===== src/rtl/hls_seq_pkg.sv =====
// Shared types for the Bambu accelerator run sequencer: FSM state encoding and slave access size.
package hls_seq_pkg;

    typedef enum logic [2:0] {
        StIdle,
        StLoad,
        StStart,
        StRun,
        StRdReq,
        StRdWait,
        StRdOut,
        StFin
    } seq_state_e;

    // Byte-wide access as encoded on S_data_ram_size.
    localparam logic [3:0] SZ_BYTE = 4'd8;

endpackage


===== src/rtl/hls_slave_port_if.sv =====
// Single-outstanding access engine for slave RAM channel 0; channel 1 is tied off.
module hls_slave_port_if
    import hls_seq_pkg::*;
#(
    parameter int unsigned AddrW = 7
) (
    input  logic               clk_i,
    input  logic               rst_i,
    input  logic               req_i,
    input  logic               we_i,
    input  logic [AddrW-1:0]   addr_i,
    input  logic [7:0]         wdata_i,
    output logic               busy_o,
    output logic               ack_o,
    output logic [7:0]         rdata_o,
    output logic [1:0]         s_oe_ram_o,
    output logic [1:0]         s_we_ram_o,
    output logic [2*AddrW-1:0] s_addr_ram_o,
    output logic [15:0]        s_wdata_ram_o,
    output logic [7:0]         s_data_ram_size_o,
    input  logic [15:0]        sout_rdata_ram_i,
    input  logic [1:0]         sout_datardy_i
);

    logic             pending_q, pending_d;
    logic             oe_q, oe_d;
    logic             we_q, we_d;
    logic [AddrW-1:0] addr_q, addr_d;
    logic [7:0]       wdata_q, wdata_d;
    logic             unused_hi;

    assign unused_hi = ^{sout_rdata_ram_i[15:8], sout_datardy_i[1]};

    always_comb begin
        pending_d = pending_q;
        oe_d      = 1'b0;
        we_d      = 1'b0;
        addr_d    = addr_q;
        wdata_d   = wdata_q;
        // Completion only counts while an access is in flight, so a stale DataRdy is dropped.
        ack_o     = pending_q & sout_datardy_i[0];
        if (ack_o) begin
            pending_d = 1'b0;
        end
        if (req_i && !pending_q) begin
            pending_d = 1'b1;
            oe_d      = ~we_i;
            we_d      = we_i;
            addr_d    = addr_i;
            if (we_i) begin
                wdata_d = wdata_i;
            end
        end
    end

    always_ff @(posedge clk_i or posedge rst_i) begin
        if (rst_i) begin
            pending_q <= 1'b0;
            oe_q      <= 1'b0;
            we_q      <= 1'b0;
            addr_q    <= '0;
            wdata_q   <= '0;
        end else begin
            pending_q <= pending_d;
            oe_q      <= oe_d;
            we_q      <= we_d;
            addr_q    <= addr_d;
            wdata_q   <= wdata_d;
        end
    end

    assign busy_o            = pending_q;
    assign rdata_o           = sout_rdata_ram_i[7:0];
    assign s_oe_ram_o        = {1'b0, oe_q};
    assign s_we_ram_o        = {1'b0, we_q};
    assign s_addr_ram_o      = {{AddrW{1'b0}}, addr_q};
    assign s_wdata_ram_o     = {8'h00, wdata_q};
    assign s_data_ram_size_o = {4'h0, (oe_q | we_q) ? SZ_BYTE : 4'h0};

endmodule


===== src/rtl/hls_run_sequencer.sv =====
// Runs one accelerator job: load image, pulse start, time the run, read results back, report.
module hls_run_sequencer
    import hls_seq_pkg::*;
#(
    parameter int unsigned ADDR_W     = 7,
    parameter int unsigned LOAD_BYTES = 64,
    parameter int unsigned LOAD_BASE  = 0,
    parameter int unsigned RD_BYTES   = 64,
    parameter int unsigned RD_BASE    = 0,
    parameter int unsigned TIMEOUT    = 200000000,
    parameter int unsigned CNT_W      = 32
) (
    input  logic                clock,
    input  logic                reset,
    input  logic                cmd_go,
    output logic                busy,
    input  logic                in_valid,
    output logic                in_ready,
    input  logic [7:0]          in_data,
    output logic                out_valid,
    input  logic                out_ready,
    output logic [7:0]          out_data,
    output logic                status_valid,
    output logic                status_ok,
    output logic [CNT_W-1:0]    cycles,
    output logic                acc_start_port,
    input  logic                acc_done_port,
    output logic [1:0]          S_oe_ram,
    output logic [1:0]          S_we_ram,
    output logic [2*ADDR_W-1:0] S_addr_ram,
    output logic [15:0]         S_Wdata_ram,
    output logic [7:0]          S_data_ram_size,
    input  logic [15:0]         Sout_Rdata_ram,
    input  logic [1:0]          Sout_DataRdy
);

    localparam logic [CNT_W-1:0] TimeoutCnt = CNT_W'(TIMEOUT);

    seq_state_e        state_q, state_d;
    logic [31:0]       idx_q, idx_d;
    logic [31:0]       ridx_q, ridx_d;
    logic [CNT_W-1:0]  cnt_q, cnt_d;
    logic [CNT_W-1:0]  cycles_q, cycles_d;
    logic              ok_q, ok_d;
    logic [7:0]        rdata_q, rdata_d;

    logic              port_req, port_we, port_busy, port_ack;
    logic [ADDR_W-1:0] port_addr;
    logic [7:0]        port_wdata, port_rdata;

    always_comb begin
        state_d        = state_q;
        idx_d          = idx_q;
        ridx_d         = ridx_q;
        cnt_d          = cnt_q;
        cycles_d       = cycles_q;
        ok_d           = ok_q;
        rdata_d        = rdata_q;
        port_req       = 1'b0;
        port_we        = 1'b0;
        port_addr      = ADDR_W'(RD_BASE + ridx_q);
        port_wdata     = in_data;
        in_ready       = 1'b0;
        acc_start_port = 1'b0;
        out_valid      = 1'b0;
        status_valid   = 1'b0;

        unique case (state_q)
            StIdle: begin
                if (cmd_go) begin
                    idx_d    = '0;
                    ridx_d   = '0;
                    cnt_d    = '0;
                    cycles_d = '0;
                    ok_d     = 1'b0;
                    state_d  = (LOAD_BYTES == 0) ? StStart : StLoad;
                end
            end
            StLoad: begin
                in_ready  = ~port_busy;
                port_we   = 1'b1;
                port_addr = ADDR_W'(LOAD_BASE + idx_q);
                port_req  = in_valid & ~port_busy;
                if (port_ack) begin
                    if (idx_q == LOAD_BYTES - 1) begin
                        state_d = StStart;
                    end else begin
                        idx_d = idx_q + 32'd1;
                    end
                end
            end
            StStart: begin
                acc_start_port = 1'b1;
                cnt_d          = CNT_W'(1);
                state_d        = StRun;
            end
            StRun: begin
                // done wins over timeout when both land on the same cycle.
                if (acc_done_port) begin
                    cycles_d = cnt_q;
                    ok_d     = 1'b1;
                    ridx_d   = '0;
                    state_d  = (RD_BYTES == 0) ? StFin : StRdReq;
                end else if (cnt_q == TimeoutCnt) begin
                    cycles_d = TimeoutCnt;
                    ok_d     = 1'b0;
                    state_d  = StFin;
                end else begin
                    cnt_d = cnt_q + CNT_W'(1);
                end
            end
            StRdReq: begin
                port_req = 1'b1;
                state_d  = StRdWait;
            end
            StRdWait: begin
                if (port_ack) begin
                    rdata_d = port_rdata;
                    state_d = StRdOut;
                end
            end
            StRdOut: begin
                out_valid = 1'b1;
                if (out_ready) begin
                    if (ridx_q == RD_BYTES - 1) begin
                        state_d = StFin;
                    end else begin
                        ridx_d  = ridx_q + 32'd1;
                        state_d = StRdReq;
                    end
                end
            end
            StFin: begin
                status_valid = 1'b1;
                state_d      = StIdle;
            end
            default: state_d = StIdle;
        endcase
    end

    always_ff @(posedge clock or posedge reset) begin
        if (reset) begin
            state_q  <= StIdle;
            idx_q    <= '0;
            ridx_q   <= '0;
            cnt_q    <= '0;
            cycles_q <= '0;
            ok_q     <= 1'b0;
            rdata_q  <= '0;
        end else begin
            state_q  <= state_d;
            idx_q    <= idx_d;
            ridx_q   <= ridx_d;
            cnt_q    <= cnt_d;
            cycles_q <= cycles_d;
            ok_q     <= ok_d;
            rdata_q  <= rdata_d;
        end
    end

    assign busy      = (state_q != StIdle);
    assign status_ok = ok_q;
    assign cycles    = cycles_q;
    assign out_data  = rdata_q;

    hls_slave_port_if #(
        .AddrW (ADDR_W)
    ) u_port (
        .clk_i             (clock),
        .rst_i             (reset),
        .req_i             (port_req),
        .we_i              (port_we),
        .addr_i            (port_addr),
        .wdata_i           (port_wdata),
        .busy_o            (port_busy),
        .ack_o             (port_ack),
        .rdata_o           (port_rdata),
        .s_oe_ram_o        (S_oe_ram),
        .s_we_ram_o        (S_we_ram),
        .s_addr_ram_o      (S_addr_ram),
        .s_wdata_ram_o     (S_Wdata_ram),
        .s_data_ram_size_o (S_data_ram_size),
        .sout_rdata_ram_i  (Sout_Rdata_ram),
        .sout_datardy_i    (Sout_DataRdy)
    );

endmodule


===== config.mk =====
export PLATFORM = sky130hd
export DESIGN_NAME = hls_run_sequencer
export DESIGN_NICKNAME = d
export VERILOG_FILES = /design/src/rtl/hls_seq_pkg.sv /design/src/rtl/hls_slave_port_if.sv /design/src/rtl/hls_run_sequencer.sv
export SDC_FILE = /design/constraint.sdc
export NUM_CORES = 1
export LEC_CHECK = 0
export BUFFER_PORTS_ARGS = -buffer_cell sky130_fd_sc_hd__buf_2
export CAP_MARGIN = 15
export CORE_UTILIZATION = 40
export DETAILED_ROUTE_END_ITERATION = 8
export MAX_ROUTING_LAYER = met4
export SETUP_SLACK_MARGIN = 0.05
export SKIP_CTS_REPAIR_TIMING = 1
export SLEW_MARGIN = 5
export SYNTH_ARGS = -nofsm -noshare
export SYNTH_HDL_FRONTEND = slang
export SYNTH_SLANG_ARGS = --single-unit

===== constraint.sdc =====
create_clock -name clock -period 7.23 [get_ports clock]
set_clock_uncertainty 0.1 [all_clocks]
set_input_delay 1.8075 -clock clock [delete_from_list [all_inputs] [get_ports clock]]
set_output_delay 1.8075 -clock clock [all_outputs]
set_load 0.05 [all_outputs]

Yosys cells after proc, flatten, opt, wreduce, memory -nomap -nowiden --
Cells that the tools add are included.
Cells by class: add/subtract/negate cells 3, equal/unequal tests 21, multiplexer cells 39, bitwise gates (word level) 5, reductions and logical operators 16
Operators by type and width (number):
- $mux W32 | 10
- $pmux W32 S3 | 2
- $pmux W32 S2 | 2
- $add A32 B1 Y32 const B | 3
- $eq A32 B6 Y1 const B | 2
- $eq A32 B28 Y1 const B | 1
- $pmux W3 S8 | 1
- $mux W3 | 7
- $ne A2 B2 Y1 const B | 10
- $eq A3 B3 Y1 const B | 4
- $mux W1 | 12
- $reduce_bool A3 Y1 | 3
- $reduce_and A4 Y1 | 2
- $mux W7 | 1
- $eq A3 B2 Y1 const B | 2
- $reduce_and A6 Y1 | 1
- $reduce_bool A2 Y1 | 3
- $reduce_and A5 Y1 | 1
- $mux W4 | 1
- $pmux W1 S2 | 2
- $reduce_and A2 Y1 | 2
- $eq A3 B1 Y1 const B | 1
- $logic_not A3 Y1 | 1
- $ne A3 B3 Y1 const B | 1
- other kinds (7) | 9
Storage, ports and cells: register bits 158, input bits 32, output and inout port bits 88, logic and storage cells 96

Depth between registers and ports, before layout --
word-level depth 5, depth in mapped cells 10, gate-level depth less buffers 8

Modules after synthesis --
From an unflattened synthesis, not the netlist that was laid out.
Unflattened totals: cell total of the unflattened synthesis 884, area, all modules 8341.8 um^2
Modules (own cells, without submodules):
- hls_run_sequencer | times used 1, cells each 806, area each 7357.1 um^2, seq. area each 3503.4 um^2
- hls_slave_port_if | times used 1, cells each 78, area each 984.7 um^2, seq. area each 450.4 um^2

Worst setup path after synthesis --
OpenSTA, ideal clock, no wires.
path type reg-to-output, start reg state_q[1], end out in_ready, arrival 1664 ps, required time 5322 ps, setup slack 3658 ps, cell stages (with the launch flop) 6, path buffers 2, path through dfrtp_1 > buf_6 > nor2_1 > nand2_1 > clkbuf_1 > nor2_1
On the way: longest elaborated chain between the ends 2
RTL lines:
- start, declared | RTL line hls_run_sequencer.sv:39 | seq_state_e state_q, state_d;
- start signal, assigned | RTL line hls_run_sequencer.sv:143 | state_q <= StIdle;
- start signal, assigned | RTL line hls_run_sequencer.sv:151 | state_q <= state_d;
- $eq A3 B1 Y1 | RTL line hls_run_sequencer.sv:68 | unique case (state_q)
- $mux W1 | RTL line hls_run_sequencer.sv:68
- end, declared | RTL line hls_run_sequencer.sv:18 | output logic in_ready,
Every way passes these cells.

Final worst setup path --
start reg state_q[0], end out out_valid
On the way: longest elaborated chain between the ends 2
RTL lines:
- $eq A3 B3 Y1 | RTL line hls_run_sequencer.sv:68
- $mux W1 | RTL line hls_run_sequencer.sv:68
- end, declared | RTL line hls_run_sequencer.sv:20 | output logic out_valid,
Every way passes these cells.

==> flow_summary.json <==
{
  "crit_end": "out_valid",
  "ys_warn_count": 0,
  "hold_violations": 0,
  "syn_area_mm2": 0.008262,
  "cts_buffers": 17,
  "post-route-util_pct": 46.26,
  "die_w_um": 145.7,
  "syn2layout_area_growth_pct": 13.30,
  "final_cell_mix": "dfrtp_1 (158), o21ai_0 (141), nand2_1 (100)",
  "fin_crit_sh_pct": 64.91,
  "cp_slowest_cell": "dfrtp_1",
  "synthFlopType": "dfrtp_1",
  "yosysSeqAreaShare_pct": 47.86,
  "worstRegToRegCells": 8,
  "htree_levels": 4,
  "max-slew-margin-rel_pct": 27.91,
  "hp-class": "reg -> reg",
  "grt_max_degree": 110,
  "synth_mux_area_share_pct": 2.559,
  "drive_gt1_share_pct": 16.79,
  "start_kind": "register",
  "maxSlewViolCount": 0,
  "synth_compound_area_share_pct": 21.01,
  "clk_pin_slew_worst_paths_ns": 0.06,
  "crit_arrival_ns": 2.79,
  "drv_cap": 0,
  "peakVddDrop_v": 0.0002025,
  "drt-total-wl_um": 20660,
  "p_clk_share_pct": 28.5,
  "tns_ns": 0,
  "port_buffers": 86,
  "worst-path-max-fanout": 19,
  "drt_iter0_drc": 541,
  "placementRows": 52,
  "core-area_mm2": 0.02023,
  "setup_viol": 0,
  "intPower_mw": 1.879,
  "clock-sinks": 158,
  "power_leakage_nw": 4.118,
  "sequentialPowerShare_pct": 35.0,
  "overflow": 0,
  "combPwrFrac_pct": 36.5,
  "start_util_pct": 40.83,
  "end_kind": "output port",
  "worst-setup-path-type": "reg -> out",
  "grt_antenna_before_repair": 0,
  "period_minus_slack_ns": 4.693,
  "antennaDiodeCount": 0,
  "avgViaCountPerCell": 5.666,
  "switching_share_pct": 42.64,
  "post_synth_num_cell_types": 56,
  "r2r_slack_ns": 3.28,
  "dieHeight_um": 145.7,
  "grt_pass1_vias": 6567,
  "async_flop_share_pct": 100.0,
  "syn_area_per_cell_um2": 9.200,
  "nFillCells": 1956,
  "synth_top_area_share_pct": 47.86,
  "p_per_area_mw_per_mm2": 350.0,
  "final_common_cell": "dfrtp_1",
  "synthTopCellsByArea": "dfrtp_1 (48%), o21ai_0 (8.6%), nand2_1 (4.5%), o31ai_1 (3.5%), buf_4 (2.5%)",
  "cts_tree": "yes",
  "synth_top_family_by_area": "compound AO/OA/AOI/OAI gates",
  "track_usage_pct": 21.08,
  "cpPeakStageDelay_ns": 0.62,
  "max_freq_mhz": 213.1,
  "rr_endpoint": "ridx_q[21]",
  "grt_setup_unrepaired": "false",
  "num_vias": 6997,
  "r2r_start": "state_q[0]",
  "cts_buffer_depth": 2,
  "p_sw_mw": 1.397,
  "yosys.area_share.simple_pct": 20.84,
  "drtPass1Iterations": 5,
  "yosys.area.top_type": "dfrtp_1",
  "p_total_mw": 3.276,
  "nets": 988,
  "crit_required_ns": 5.32,
  "place.gp.congestion": 0.8223,
  "clock-root-buffer": "clkbuf_16",
  "io_pins": 120,
  "ant_nets": 0,
  "grt_pass1_wl_um": 35140,
  "synth-edff-count": 0,
  "tightest_slew_ns": 1.078,
  "yosys.area_share.adder_pct": 0.6058,
  "hpwl_um": 13200,
  "synthCells": 898,
  "drcViolationCount": 0,
  "path_cells": "inv_2 > nand3_1 > inv_1 > buf_2",
  "synth_xor_area_share_pct": 0.8481,
  "wl_per_cell_um": 16.73,
  "critPathLaunch": "state_q[0]",
  "die-area_mm2": 0.02123,
  "clk-insertion-delay-late_ns": 0.43,
  "status": "finished clean",
  "yosys_register_bits": 158
}
==> registers in the layout, summed over array words and instances (netlist names) <==
register / cells
idx_q: 32
u_port.oe_q: 1
u_port.we_q: 1
u_port.wdata_q: 8
state_q: 3
cycles: 32
cnt_q: 32
ridx_q: 32
u_port.addr_q: 7
u_port.busy_o: 1
out_data: 8
status_ok: 1
==> layout make-up <==
type | instances | area, um2 | share of cell area [%]
flip-flops and latches | 158 | 3954 | 42.24
multi-input cells | 663 | 3895 | 41.61
repair buffers | 95 | 498.0 | 5.320
clock buffers | 20 | 446.7 | 4.772
well taps | 270 | 337.8 | 3.609
clock inverters | 12 | 160.2 | 1.711
inverters | 17 | 68.82 | 0.7352
==> worst min-delay path by stage <==
| stage | start | end | slack [ns] | cells past startpoint |
|---|---|---|---|---|
| after CTS | cycles[22] | cycles[22] | 0.38 | 2 |
| after global placement | cycles[27] | cycles[27] | 0.36 | 2 |
| after detailed placement | cycles[22] | cycles[22] | 0.37 | 2 |
| final | u_port.addr_q[0] | u_port.addr_q[0] | 0.38 | 2 |
| after floorplan | idx_q[31] | idx_q[31] | 0.35 | 1 |
| after global routing | u_port.wdata_q[7] | u_port.wdata_q[7] | 0.41 | 1 |
==> synthesized netlist by cell type, types with 2 or more instances <==
cell	number
o21a_1	4
o211ai_1	2
nor2_1	50
buf_2	19
nand3_1	38
and4_1	10
buf_6	2
o31ai_1	38
mux2_2	17
nand2_1	100
o21ai_0	142
a22o_1	20
a22oi_1	7
a31oi_1	23
o41ai_1	7
and3_1	24
or2_1	3
a211o_1	3
and2_1	12
or3_1	9
dfrtp_1	158
buf_1	2
nor4_4	3
a21oi_1	28
clkbuf_1	33
or4_1	5
xnor2_1	7
mux2i_1	2
inv_1	15
a41oi_1	2
nor3_1	11
nand2b_1	2
a31o_2	2
or2_2	3
nand4_1	23
nor4b_1	5
ha_1	4
nor3_2	4
buf_4	27
nor4_1	16
==> logic make-up after synthesis <==
logic type / Yosys count
compound gates: 284
fa+ha+maj: 4
flops: 158
other cells: 1
xor+xnor: 8
buf+inv: 100
simple gates: 324
mux: 19
==> per-layer routing <==
layer  wire, um  global-route usage [%]  vias to the layer above
met5          0                       -                        -
met4        164                   4.684                        0
met3        790                   4.169                       17
met2       9737                   31.63                      170
met1       9969                   29.40                     3432
li1           -                       -                     3378
==> per-stage QoR <==
step | area [um2] | cells | setup slack [ns] | hold slack (ns)
floorplan | 8348 | 921 | 1.059 | 0.3460
global placement | 8753 | 1203 | 2.625 | 0.3596
detailed placement | 8753 | 1203 | 2.548 | 0.3661
CTS | 9360 | 1235 | 2.538 | 0.3816
global route | 9360 | 1235 | 2.352 | 0.4144
finish | 9360 | 1235 | 2.537 | 0.3760
==> power by group through the flow <==
stage	registers (mW)	logic [mW]	clock network, mW
3_5_place_dp	1.16	1.20	0
3_3_place_gp	1.16	1.20	0
6_report	1.15	1.20	0.933
5_1_grt	1.17	1.30	0.990
2_1_floorplan	1.44	0.640	0
4_1_cts	1.15	1.21	0.955
==> worst max-delay path, delay by kind of cell (launching register included) <==
kind / cells / cell delay (ns)
and+or+nand+nor: 1 / 0.48
buffers and inverters: 3 / 1.25
DFF: 1 / 0.62
No activity file was read; power rests on OpenSTA's default activity.
